## src/rtl/bolme_denetleyici.sv

```systemverilog
// bolme_denetleyici: execute-stage front end for the iterative divider; BOLME_ONBELLEK_EN adds a 1-entry result cache
module bolme_denetleyici #(
    parameter int ZAMAN_ASIMI = 32
) (
    input  logic        clk_i,
    input  logic        rst_i,
    input  logic        gecerli_i,
    input  logic [1:0]  islem_i,
    input  logic [31:0] bolunen_i,
    input  logic [31:0] bolen_i,
    input  logic        temizle_i,
    output logic        durdur_o,
    output logic [31:0] sonuc_o,
    output logic        sonuc_gecerli_o,
    output logic        hata_o,
    output logic        bolme_basla_o,
    output logic [1:0]  bolme_islem_o,
    output logic [31:0] bolme_bolunen_o,
    output logic [31:0] bolme_bolen_o,
    input  logic [31:0] bolme_sonuc_i,
    input  logic        bolme_bitti_i
);
    localparam int SW = $clog2(ZAMAN_ASIMI + 1);
    typedef enum logic [1:0] {BOSTA, HESAPLA, SONUC} durum_t;
    durum_t      durum;
    logic [SW-1:0] sayac;
    logic        sifir_bolen, tasma, ozel, isabet, bitti_gec;
    logic [31:0] ozel_sonuc, isabet_sonuc;
    assign sifir_bolen = bolen_i == '0;
    assign tasma       = islem_i[1] && bolunen_i == 32'h8000_0000 && bolen_i == 32'hFFFF_FFFF;
    assign ozel        = sifir_bolen || tasma;
    assign ozel_sonuc  = sifir_bolen ? (islem_i[0] ? bolunen_i : 32'hFFFF_FFFF)
                                     : (islem_i[0] ? 32'h0 : 32'h8000_0000);
    assign bitti_gec   = durum == HESAPLA && bolme_bitti_i && sayac != '0;
    assign durdur_o    = gecerli_i && durum != SONUC && !temizle_i;
`ifdef BOLME_ONBELLEK_EN
    logic        on_gecerli;
    logic [1:0]  on_islem;
    logic [31:0] on_bolunen, on_bolen, on_sonuc;
    assign isabet = on_gecerli && on_islem == islem_i && on_bolunen == bolunen_i && on_bolen == bolen_i;
    assign isabet_sonuc = on_sonuc;
    // remember the last result the divider actually produced, keyed by the latched request
    always_ff @(posedge clk_i) begin
        if (rst_i) begin
            on_gecerli <= 1'b0;
            on_islem   <= '0;
            on_bolunen <= '0;
            on_bolen   <= '0;
            on_sonuc   <= '0;
        end else if (bitti_gec && !temizle_i) begin
            on_gecerli <= 1'b1;
            on_islem   <= bolme_islem_o;
            on_bolunen <= bolme_bolunen_o;
            on_bolen   <= bolme_bolen_o;
            on_sonuc   <= bolme_sonuc_i;
        end
    end
`else
    assign isabet = 1'b0;
    assign isabet_sonuc = '0;
`endif
    // control FSM: accept, run the divider under a watchdog, present one result strobe
    always_ff @(posedge clk_i) begin
        if (rst_i) begin
            durum           <= BOSTA;
            sayac           <= '0;
            sonuc_o         <= '0;
            sonuc_gecerli_o <= 1'b0;
            hata_o          <= 1'b0;
            bolme_basla_o   <= 1'b0;
            bolme_islem_o   <= '0;
            bolme_bolunen_o <= '0;
            bolme_bolen_o   <= '0;
        end else begin
            sonuc_gecerli_o <= 1'b0;
            bolme_basla_o   <= 1'b0;
            if (temizle_i) begin
                durum <= BOSTA;
            end else begin
                case (durum)
                    BOSTA: begin
                        if (gecerli_i) begin
                            bolme_islem_o   <= islem_i;
                            bolme_bolunen_o <= bolunen_i;
                            bolme_bolen_o   <= bolen_i;
                            if (ozel || isabet) begin
                                sonuc_o         <= ozel ? ozel_sonuc : isabet_sonuc;
                                sonuc_gecerli_o <= 1'b1;
                                durum           <= SONUC;
                            end else begin
                                sayac         <= '0;
                                bolme_basla_o <= 1'b1;
                                durum         <= HESAPLA;
                            end
                        end
                    end
                    HESAPLA: begin
                        sayac <= sayac + 1'b1;
                        if (bitti_gec) begin
                            sonuc_o         <= bolme_sonuc_i;
                            sonuc_gecerli_o <= 1'b1;
                            durum           <= SONUC;
                        end else if (sayac == SW'(ZAMAN_ASIMI - 1)) begin
                            hata_o          <= 1'b1;
                            sonuc_o         <= '0;
                            sonuc_gecerli_o <= 1'b1;
                            durum           <= SONUC;
                        end else begin
                            bolme_basla_o <= 1'b1;
                        end
                    end
                    default: durum <= BOSTA;
                endcase
            end
        end
    end
endmodule

```

## config.mk

```make
export PLATFORM = sky130hd
export DESIGN_NAME = bolme_denetleyici
export DESIGN_NICKNAME = d
export VERILOG_FILES = /design/src/rtl/bolme_denetleyici.sv
export SDC_FILE = /design/constraint.sdc
export NUM_CORES = 1
export LEC_CHECK = 0
export ABC_AREA = 1
export BUFFER_PORTS_ARGS = -buffer_cell sky130_fd_sc_hd__buf_2
export CORE_ASPECT_RATIO = 0.6
export CORE_UTILIZATION = 43
export DETAILED_ROUTE_END_ITERATION = 8
export GPL_TIMING_DRIVEN = 0
export HOLD_SLACK_MARGIN = 0.1
export PLACE_DENSITY = 0.81
export RECOVER_POWER = 100
export SETUP_SLACK_MARGIN = 0.4
export SLEW_MARGIN = 20
export SYNTH_ARGS = -nofsm -noshare
export SYNTH_HDL_FRONTEND = slang
export SYNTH_SLANG_ARGS = --single-unit
```

## constraint.sdc

```tcl
create_clock -name clk_i -period 2.6 [get_ports clk_i]
set_clock_uncertainty 0.15 [all_clocks]
set_input_delay 0.13 -clock clk_i [delete_from_list [all_inputs] [get_ports clk_i]]
set_output_delay 0.13 -clock clk_i [all_outputs]
set_load 0.005 [all_outputs]
```

Word level (Yosys, flattened, before mapping). Cells that the tools add are included.

Flip-flop bits (word level): 109. Latch bits: 0. Memory bits (writable): 0. ROM bits: 0. Word-level logic and storage cells: 65. Memories kept: 0.

Add/sub/neg operators: 1. $mul: 0. Divide/modulo/power cells: 0. Order comparisons: 0. Equality and inequality tests: 9. Shifts and indexed selects: 0. Mux-type cells: 26. Bitwise logic cells: 2. Reductions and logical operators: 18.

Operators with widths (number): $mux 32 (7); $eq 32x32->1 const B (2); $pmux 32 s2 (1); $logic_not 32->1 (1); $mux 6 (2); $pmux 6 s2 (1); $mux 1 (8); $mux 2 (4); $ne 2x2->1 const B (4); $reduce_and 4->1 (2); $add 6x1->6 const B (1); $eq 6x5->1 const B (1); $logic_and 1x1->1 (6); $reduce_bool 6->1 (1); $reduce_and 5->1 (1); $pmux 1 s2 (2); $pmux 2 s2 (1); $ne 3x2->1 const B (1); $reduce_and 3->1 (1); $eq 2x1->1 const B (1); $logic_not 2->1 (1); $not 1->1 (2); $reduce_and 2->1 (1); $reduce_bool 2->1 (1); other kinds (3) (3).

Logic depth before layout (Yosys ltp).
Depth in word-level cells: 7. Mapped depth: 13. Gate-level depth less buffers: 13.

Least setup slack after synthesis. Ideal clock, no wire load.

Path type: register to register. Start: register sayac[0]. End: register sonuc_o[0]. Arrival time: 1.546 ns. Path slack: 0.794 ns. Stages on the path, launching flop included: 10. Buffers on the path: 1. Period minus slack after synthesis: 1.806 ns. Cell sequence: dfxtp_1 > inv_1 > ha_1 > nand4_1 > nand3_1 > nand3_2 > clkbuf_1 > nand4_1 > nand2_1 > nor2_1.

Word-level cells in the longest chain between the ends: 4.

RTL lines: start: declaration (line 26) `logic [SW-1:0] sayac;`; start signal: assignment (line 98) `sayac <= sayac + 1'b1;`; $reduce_bool 6->1 (line 34) `assign bitti_gec = durum == HESAPLA && bolme_bitti_i && sayac != '0;`; $logic_and 1x1->1 (line 34); $ne 3x2->1 (no line) or $mux 32 (tied branches); $reduce_and 5->1 (no line) or $pmux 32 s2 (tied branches); end signal: assignment (line 87) `sonuc_o <= ozel ? ozel_sonuc : isabet_sonuc;`; end signal: assignment (line 100) `sonuc_o <= bolme_sonuc_i;`; end: declaration (line 13) `output logic [31:0] sonuc_o,`.

Several ways; a longest one is shown, not always the timed one. A chain may end at the register's enable or synchronous reset.

Worst setup path in the final report.
Start: input port bolen_i[12]. End: register sonuc_o[20].

Word-level cells in the longest chain between the ends: 5.

RTL lines: start: declaration (line 10) `input logic [31:0] bolen_i,`; $logic_not 32->1 or $eq 32x32->1 (tied branches) (line 29, 30); $mux 32 or $logic_and 1x1->1 (tied branches) (line 32, 30); $mux 32 or $logic_or 1x1->1 (tied branches) (line 86, 31); $mux 32 or $ne 2x2->1 (tied branches); $pmux 32 s2 or $reduce_and 5->1 (tied branches).

Several ways; a longest one is shown, not always the timed one. The select of a mux whose other input is x is not followed.

==> metrics.txt <==
gr ovfl total=0; DRT iter0 DRCs=494; CP bufs+invs=4; Initial Util=44.7%; slowest library cell on the worst path=dlygate4sd3_1; IO Pins=205; Cell Pwr Density=507 mW/mm^2; share of the synthesized area in the top cell type=39.9%; Final nets=1270; Total GRT Usage=29.4%; Mapped Nets=979; Reg area=0.00218 mm^2; peak supply drop=0.379 mV; CTS Sinks=109; final setup vio count=0; mux cell area share after synthesis=0%; syn_area_per_cell=6.25 um^2; pin count of the biggest net entering global routing=23; first-pass GRT wire length=30000 um; outcome=complete, no violations; top-count cell post-synth=nor2_1; fmax=429 MHz; clock buffers created by TritonCTS=9; Synth top cells by count=218 x nor2_1, 159 x inv_1, 112 x nand2_1; die area=0.0132 mm^2; standard-cell rows=31; Final Hold Vio Count=0; Clock Latency Late Sink=0.35 ns; Syn Std Cell Area=0.00546 mm^2; crit share post-route=89.7%; Pre-Repair DR Iteration Count=5; Die Y=89.3 um; min cycle time layout=2.33 ns; Crit Path Category=primary input to register; area delta synth->final=41.9%; clock-pin slew on the worst setup and hold paths=0.08 ns; via count=6645; RSZ-0062 raised after global routing=yes; Slew HR=58.3%; Seq/Total Area, Yosys=39.9%; startpoint types=primary input; post-synthesis compound-gate area fraction=14.3%; vias in the first global route=6179; worst slew pin tran=0.625 ns; vias per inst=4.98; Ys Warns=0; Hold WS=0.105 ns; worst-path maximum fanout=10; Setup Slack @ Placement=0.455 ns; initial antenna violation count=0; drt total wl=19300 um; post-route ant nets=0; Die W=148 um; adder-cell area share of the yosys netlist=0.458%; ys flop type=dfxtp_1; Max clock buf depth=2; CTS tree=yes; IO buf count=203; # DRC=0; Pleak=0.00371 uW; XOR/XNOR Fraction of Synth Area=0.160%; setup TNS=0 ns; diode count=0; EDFF count, synth=0; Top delay family on crit path=buffers and inverters; largest family of logic cells by synthesized area=simple AND/OR/NAND/NOR gates; CP max stage delay=0.55 ns; Wirelength per Cell=14.5 um; simple-gate share of the synthesized area=30.0%; Yosys cell types=24; layout filler cell count=1182; fin. max-slew vios=0; CP endpoint kind=register; dominant cell type by area after synthesis=dfxtp_1; DP HPWL=13900 um; Hold Path Class=primary input to register; layout cell share with drive strength beyond 1=15.6%; core area=0.0122 mm^2; critical-path cell list=dlygate4sd3_1 > buf_2 > nor2_1 > nand3_1 > nor2_1 > nand2_1 > nor2_4 > inv_1 > nand3_4 > clkbuf_1 > nand4_1 > nand2_1 > nor2_2; Multi-input gate area=0.00252 mm^2; Area contributors post-synth=dfxtp_1 40%, nor2_1 15%, inv_1 11%; utilization after layout=63.5%; RePlAce Congestion=0.931; Critical Path RT=2.70 ns; setup slack after layout=0.267 ns; ys async rst share=0%; CTS Root Cell=clkbuf_16; Max H-tree Level=3; Synth Register Bits=109; Max Cap Violations=0; CP Data Arrival Time=2.43 ns; Syn Inst Count=874
[flip-flops by register name (all words and copies together) (netlist names)]
name             flops
bolme_bolen_o       32
bolme_bolunen_o     32
sonuc_o             32
sayac                6
bolme_islem_o        2
durum                2
bolme_basla_o        1
hata_o               1
sonuc_gecerli_o      1
[cell type report]
type	instances	area share [%]
Buffer	49	2.66
Tap cell	165	2.66
Clock inverter	7	1.15
Sequential cell	109	28.1
Multi-Input combinational cell	553	32.5
Inverter	163	7.91
Clock buffer	9	2.91
Timing Repair Buffer	280	22.0
[worst min-delay path, stage by stage]
cell and delay (ns):
buf_2 0.07, inv_1 0.03, nor2_1 0.09, a21oi_1 0.04, nand4_1 0.07, nand2_1 0.05, nor2_1 0.07
[path summary, 6_finish.rpt]
| check | startpoint | endpoint | slack (ns) | cells after the start |
|---|---|---|---|---|
| worst min-delay path | bolme_sonuc_i[15] | sonuc_o[15]$_SDFFE_PP0P_ | 0.11 | 7 |
| worst max register to register | durum[1]$_SDFFE_PP0P_ | bolme_bolen_o[5]$_SDFFE_PP0P_ | 0.37 | 5 |
| worst max-delay path | bolen_i[12] | sonuc_o[20]$_SDFFE_PP0P_ | 0.27 | 13 |
| worst min register to register | hata_o$_SDFFE_PP0P_ | hata_o$_SDFFE_PP0P_ | 0.31 | 2 |
[cell usage in the layout, fill, tap and decap left out, types with 2 or more instances in the layout]
| cell type | n |
|---|---|
| nor2_1 | 211 |
| nand2_1 | 112 |
| clkbuf_16 | 9 |
| buf_1 | 5 |
| clkbuf_4 | 2 |
| nor3b_1 | 2 |
| buf_2 | 131 |
| ha_1 | 2 |
| nand3_2 | 2 |
| dfxtp_1 | 109 |
| dlygate4sd3_1 | 70 |
| nor2_4 | 3 |
| dlymetal6s4s_1 | 2 |
| nand3_1 | 16 |
| o21ai_0 | 100 |
| clkbuf_1 | 102 |
| inv_8 | 2 |
| buf_4 | 3 |
| nand4_1 | 36 |
| buf_6 | 4 |
| a21oi_1 | 55 |
| clkinv_8 | 3 |
| nand3_4 | 3 |
| clkbuf_2 | 10 |
| inv_6 | 2 |
| inv_1 | 161 |
| nor2_2 | 6 |
[cells by family after synthesis]
| logic type | Yosys count |
|---|---|
| AND/OR/NAND/NOR | 394 |
| buffers and inverters | 212 |
| AO/OA/AOI/OAI | 156 |
| flip-flops | 109 |
| adder cells (fa/ha/maj) | 2 |
| XOR/XNOR | 1 |
[layer usage]
metal	share of wire (%)	global-route usage, %
met5	0	0
met1	46	39.0
met3	9.3	6.89
met2	42	47.4
met4	2.9	10.0
[metrics by stage]
stage	area [um^2]	power, uW	std cells
after floorplan	5460	2150	874
after global placement	6690	2430	1242
after detailed placement	6690	2440	1242
after CTS	7720	3930	1330
after global routing	7750	4110	1335
final	7750	3930	1335
[timing repair]
item,in CTS,in global routing
hold buffers,72,0
endpoints found under the hold margin,77,0
setup buffers,0,3
resized for setup,0,62
setup endpoints to repair,0,75
[power breakdown]
part	switching, uW	internal, uW
clock	726	697
combinational	407	297
sequential	47.3	1760
Power figures use the tool's default switching activity.
